--- config.mk ---
export PLATFORM = sky130hd
export DESIGN_NAME = serial_to_parallel
export DESIGN_NICKNAME = d
export VERILOG_FILES = /design/src/rtl/serial_to_parallel.sv
export SDC_FILE = /design/constraint.sdc
export NUM_CORES = 1
export LEC_CHECK = 0
export ABC_CLOCK_PERIOD_IN_PS = 3600
export BUFFER_PORTS_ARGS = -buffer_cell sky130_fd_sc_hd__buf_2
export CORE_ASPECT_RATIO = 1.25
export CORE_MARGIN = 2
export CORE_UTILIZATION = 57
export DETAILED_ROUTE_END_ITERATION = 10
export GPL_ROUTABILITY_DRIVEN = 0
export HOLD_SLACK_MARGIN = 0.02
export PLACE_DENSITY = 0.82
export SLEW_MARGIN = 30
export SYNTH_ARGS = -nofsm -noshare
export SYNTH_HDL_FRONTEND = slang
export SYNTH_SLANG_ARGS = --single-unit
--- constraint.sdc ---
create_clock -name clk -period 3.6 [get_ports clk]
set_input_delay 0.72 -clock clk [delete_from_list [all_inputs] [get_ports clk]]
set_output_delay 0.72 -clock clk [all_outputs]
set_load 0.05 [all_outputs]
--- src/rtl/serial_to_parallel.sv ---
`default_nettype none
// ============================================================================
// Module      : serial_to_parallel
// Description : Deserializer that packs one serial bit per valid cycle into
//               WIDTH-bit words on a one-entry valid/ready output register.
//               Optional partial-word idle timeout enabled by S2P_TIMEOUT_EN.
// Revision    : 1.0 - initial release
// ============================================================================
module serial_to_parallel #(
    parameter int WIDTH     = 8,
    parameter int MSB_FIRST = 0,
    parameter int TIMEOUT   = 16
) (
    input  logic                       clk,
    input  logic                       rst,
    input  logic                       serial_valid,
    input  logic                       serial_data,
    output logic                       parallel_valid,
    output logic [WIDTH-1:0]           parallel_data,
    input  logic                       parallel_ready,
    output logic [$clog2(WIDTH+1)-1:0] bit_count,
    output logic                       overflow,
    output logic                       frame_error
);

    localparam int BCW = $clog2(WIDTH + 1);
    localparam int IW  = $clog2(WIDTH);

    localparam logic [0:0]     c_IDLE     = 1'b0;
    localparam logic [0:0]     c_COLLECT  = 1'b1;
    localparam logic [BCW-1:0] c_LAST_BIT = BCW'(WIDTH - 1);

    if (WIDTH < 2 || TIMEOUT < 1) begin : g_bad_config
        $error("serial_to_parallel: WIDTH must be >= 2 and TIMEOUT >= 1");
    end

    logic [0:0]       state_q, state_d;
    logic [BCW-1:0]   bit_count_q, bit_count_d;
    logic [WIDTH-1:0] shift_q, shift_d;
    logic             pvalid_q, pvalid_d;
    logic [WIDTH-1:0] pdata_q, pdata_d;
    logic             overflow_q, overflow_d;

    logic [IW-1:0]    w_pos;
    logic [WIDTH-1:0] w_word;
    logic             w_word_done;
    logic             w_timeout;

    // Slot for the arriving bit, and the shift image with that bit merged in.
    always_comb begin
        if (MSB_FIRST != 0) begin
            w_pos = IW'(WIDTH - 1) - IW'(bit_count_q);
        end else begin
            w_pos = IW'(bit_count_q);
        end
        w_word        = shift_q;
        w_word[w_pos] = serial_data;
    end

    // State register
    always_ff @(posedge clk) begin
        if (rst) begin
            state_q     <= c_IDLE;
            bit_count_q <= '0;
            shift_q     <= '0;
            pvalid_q    <= 1'b0;
            pdata_q     <= '0;
            overflow_q  <= 1'b0;
        end else begin
            state_q     <= state_d;
            bit_count_q <= bit_count_d;
            shift_q     <= shift_d;
            pvalid_q    <= pvalid_d;
            pdata_q     <= pdata_d;
            overflow_q  <= overflow_d;
        end
    end

    // Next-state logic
    always_comb begin
        state_d     = state_q;
        bit_count_d = bit_count_q;
        shift_d     = shift_q;
        case (state_q)
            c_IDLE: begin
                if (serial_valid) begin
                    state_d     = c_COLLECT;
                    bit_count_d = BCW'(1);
                    shift_d     = w_word;
                end
            end
            default: begin
                if (serial_valid) begin
                    if (bit_count_q == c_LAST_BIT) begin
                        state_d     = c_IDLE;
                        bit_count_d = '0;
                        shift_d     = '0;
                    end else begin
                        bit_count_d = bit_count_q + 1'b1;
                        shift_d     = w_word;
                    end
                end else if (w_timeout) begin
                    state_d     = c_IDLE;
                    bit_count_d = '0;
                    shift_d     = '0;
                end
            end
        endcase
    end

    // Output logic: completion detect and the one-entry output register
    always_comb begin
        w_word_done = (state_q == c_COLLECT) && serial_valid && (bit_count_q == c_LAST_BIT);
        pvalid_d    = pvalid_q & ~parallel_ready;
        pdata_d     = pdata_q;
        overflow_d  = 1'b0;
        if (w_word_done) begin
            // A word can only land if the slot is empty or drains this same edge.
            if (!pvalid_q || parallel_ready) begin
                pvalid_d = 1'b1;
                pdata_d  = w_word;
            end else begin
                overflow_d = 1'b1;
            end
        end
    end

`ifdef S2P_TIMEOUT_EN
    localparam int GW = $clog2(TIMEOUT + 1);

    logic [GW-1:0] gap_q, gap_d;
    logic          frame_error_q;

    // Counts consecutive idle cycles inside a partial word; a valid bit always wins.
    always_comb begin
        gap_d     = '0;
        w_timeout = 1'b0;
        if (state_q == c_COLLECT && !serial_valid) begin
            if (gap_q == GW'(TIMEOUT - 1)) begin
                w_timeout = 1'b1;
            end else begin
                gap_d = gap_q + 1'b1;
            end
        end
    end

    always_ff @(posedge clk) begin
        if (rst) begin
            gap_q         <= '0;
            frame_error_q <= 1'b0;
        end else begin
            gap_q         <= gap_d;
            frame_error_q <= w_timeout;
        end
    end

    assign frame_error = frame_error_q;
`else
    assign w_timeout   = 1'b0;
    assign frame_error = 1'b0;
`endif

    assign parallel_valid = pvalid_q;
    assign parallel_data  = pdata_q;
    assign bit_count      = bit_count_q;
    assign overflow       = overflow_q;

endmodule
`default_nettype wire
-- After elaboration in Yosys (flattened, before gate mapping)
Index checks and enable logic that the tools add are counted.
- reduce and logical (&&, ||, !) cells: 7
- equal/unequal tests: 1
- bitwise gates (word level): 3
- add/subtract/negate cells: 1
- multiplexer cells: 18
- order comparisons: 2
- operators by type and width (kind ; count):
    8-bit 2-to-1 mux ; 4
    4-bit 2-to-1 mux ; 4
    8-bit bitwise mux ; 1
    1-bit 2-to-1 mux ; 8
    4-bit by 1-bit adder with 4-bit output, second input constant ; 1
    4-bit by 3-bit equality test with 1-bit output, second input constant ; 1
    3-bit by 4-bit < comparator with 1-bit output, second input constant ; 1
    1-bit demux with 3-bit select ; 1
    3-bit by 1-bit >= comparator with 1-bit output, second input constant ; 1
    1-bit logical AND ; 3
    1-bit inverter ; 2
    2-bit AND reduction ; 1
    2-bit OR reduction ; 1
    1-bit bitwise AND ; 1
    1-bit zero test ; 1
    1-bit logical OR ; 1
- bits in registers: 23
- output and inout port bits: 15
- input bits: 5

-- Longest topological paths before layout
- word-level depth: 8
- mapped depth: 5
- mapped depth without buffers: 4

-- Least setup slack after synthesis
No wires, ideal clock.
- path type: flip-flop to flip-flop
- start: register bit_count_q[1] (netlist: bit_count[1])
- end: register pdata_q[7] (netlist: parallel_data[7])
- data required time: 3.521 ns
- stages on the path, launching flop included: 6
- path buffers: 1
- arrival: 1.524 ns
- setup slack: 1.997 ns
- setup time: 0.079 ns
- path through: dfxtp_1 > ha_1 > and2_1 > buf_2 > a31oi_1 > a211oi_2
- word-level cells in the longest chain between the ends: 5
- elaborated cells on any way between the ends: 9
- ends and longest elaborated chain (element ; RTL line ; RTL):
    from (decl) ; 38 ; logic [BCW-1:0] bit_count_q, bit_count_d;
    from (signal assigned) ; 71 ; bit_count_q <= bit_count_d;
    3-bit by 4-bit < comparator with 1-bit output (not written as such) or 3-bit by 1-bit >= comparator with 1-bit output (tied branches) ; 57 ; w_word[w_pos] = serial_data;
    1-bit logical AND (not written as such) ; 57 ;
    1-bit 2-to-1 mux (not written as such) ; 57 ;
    1-bit demux with 3-bit select ; 57 ;
    8-bit bitwise mux ; 57 ;
    to (signal assigned) ; 74 ; pdata_q <= pdata_d;
    to (decl) ; 41 ; logic [WIDTH-1:0] pdata_q, pdata_d;
Parallel ways exist; a longest one is shown, timed or not.
A chain may end at the register's enable or synchronous reset.

-- Worst setup path after layout
- start: register bit_count_q[0] (netlist: bit_count[0])
- end: register pdata_q[4] (netlist: parallel_data[4])
Same word-level chain as after synthesis.

==> flow_summary.toml <==
[run_status]
status = "finished, final reports clean"

[layout]
multi_input_area_sq_um = 517
fin_util = 0.637
drive_gt1_frac = 0.238
finalNetCount = 129
fillerInstances = 161
syn_to_final_growth_pct = 5.15
antenna_cells = 0
seqCellArea_sq_um = 460

[clock_tree]
cts_setup_buffers = 0
root_buffer = "clkbuf_4"
cts_resized = 0
clock_latency_ps = 300
ctsHoldBuffers = 0
clock-sinks = 23
cts_max_level = 1
cts_made_buffers = 3
cts_tree = "done"
cts.path.max_buffers = 2
cts.clk_slew.worst_paths_ps = 120

[synthesis]
synthCells = 112
synthArstFlopShare = 0
seq_area_frac_synth = 0.430
yosys_warnings = 0
synth.top_cell.area_share = 0.430
synth-seq-cells = 23
ys_types = 29
syn_area_sq_um = 1070
ys.flop_type = "dfxtp_1"
synth_common_cells = "dfxtp_1 (23), nand2_1 (10), a31oi_1 (9)"
synth.most_common_cell = "dfxtp_1"
synth-edff-count = 0
synth_nets = 118
avgSynthCellArea_sq_um = 9.55
synth.largest_area_cell = "dfxtp_1"
synth.area.top_cells = "dfxtp_1 (43%), a211oi_2 (9.4%), mux2i_1 (7.5%)"

[route]
vias_per_cell = 5.87
drc = 0
routedWlPerCell_microns = 14.2
first_pass_iters = 4
vias = 827
wl_microns = 2010
ant_nets = 0
first_iter_violations = 9

[flow_run]
cap_violations = 0

[floorplan]
rows = 17
die_w_microns = 42.8
start_util = 0.606
coreArea_sq_um = 1770
dieArea_sq_um = 2240
ios = 20
die_h_microns = 52.4

[worst_setup_path]
worst_ep_arrival_time_ps = 2190
cp-start-kind = "flop"
endpoint_kind = "flop"
cp_data_required_time_ps = 3790
critPathKind = "reg -> reg"
worst-path-max-fanout = 13

[sta]
slew_headroom = 0.662
tns_ps = 0
worst_slew_pin_slew_ps = 506
rsz0062_at_grt = "no"
clock_skew_ps = 1.50
hold_viol = 0
max_clock_freq_ghz = 0.498
setup_viol = 0
finalCritPeriodShare = 0.558
fin_crit_ps = 2010
drv_slew = 0

[power]
power.leakage_nw = 0.441
ir_drop_mv = 0.266
power_density_nw_per_um2 = 366

[place]
place_hpwl_microns = 1410
io_buffers = 18

[grt]
grt_usage = 0.212
grt_remaining_overflow = 0
antenna_found_initial = 0
grt_pass1_vias = 772
grt_first_pass_wirelength_microns = 3610
grt_max_degree = 18

[worst_hold_path]
min_path_type = "reg -> reg"
==> critical path, stage by stage, from the launching register on <==
cell and delay (ps):
dfxtp_1 570, ha_1 270, and2_1 410, and3_1 510
a211oi_2 120
==> area by class of cell <==
type | count | share of cell area
multi-input cells | 75 | 0.459
repair buffers | 18 | 0.0801
flip-flops and latches | 23 | 0.409
well taps | 19 | 0.0211
inverters | 2 | 0.00667
clock buffers | 4 | 0.0234
==> per-stage QoR <==
| stage | hold WS [ps] | total power [mW] | instance area, sq um | cells | setup WS, ps |
|---|---|---|---|---|---|
| floorplan | 429 | 0.298 | 1070 | 112 | 2000 |
| global placement | 435 | 0.300 | 1100 | 137 | 1580 |
| detailed placement | 442 | 0.301 | 1100 | 137 | 1530 |
| CTS | 459 | 0.415 | 1120 | 141 | 1600 |
| global route | 486 | 0.427 | 1120 | 141 | 1440 |
| finish | 456 | 0.412 | 1120 | 141 | 1590 |
==> placed cells by master (no fill, tap or decap), drive strengths merged, types with 2 or more instances in the layout <==
| cell | count |
|---|---|
| a211oi | 9 |
| a21oi | 4 |
| a31oi | 9 |
| buf | 18 |
| clkbuf | 4 |
| dfxtp | 23 |
| inv | 2 |
| mux2i | 8 |
| nand2 | 10 |
| nand3 | 3 |
| nand3b | 3 |
| nor2 | 3 |
| nor2b | 2 |
| nor3 | 2 |
| nor3b | 3 |
| o21ai | 10 |
==> final timing paths <==
kind | start | cells past startpoint | to | slack [ps]
hold / removal | shift_q[3] | 2 | shift_q[3] | 460
setup / recovery | bit_count[0] | 4 | parallel_data[4] | 1590
hold reg to reg | shift_q[3] | 2 | shift_q[3] | 460
setup reg to reg | bit_count[0] | 4 | parallel_data[4] | 1590
==> flip-flops by register name (all words and copies together) (netlist names) <==
register / count
shift_q: 8
overflow: 1
bit_count: 4
parallel_data: 8
state_q: 1
parallel_valid: 1
==> where the power goes <==
part	internal [mW]	switching [mW]
logic	0.00912	0.0228
registers	0.258	0.00570
clock network	0.0433	0.0732
==> kinds of logic (layout without fill, tap and decap cells) <==
kind of cell,Yosys count,count (layout),share of synthesized area
AND/OR/NAND/NOR,32,32,0.165
other,1,1,0.00351
buffers and inverters,14,24,0.0866
multiplexers,8,8,0.0749
adder cells (fa/ha/maj),1,1,0.0117
AO/OA/AOI/OAI,33,33,0.228
flip-flops,23,23,0.430
==> per-layer routing <==
layer  track usage  part of all wire
met1         0.269              0.48
met5             0                 0
met2         0.351              0.47
met3        0.0345             0.034
met4        0.0938             0.018
Power figures use the tool's default switching activity.
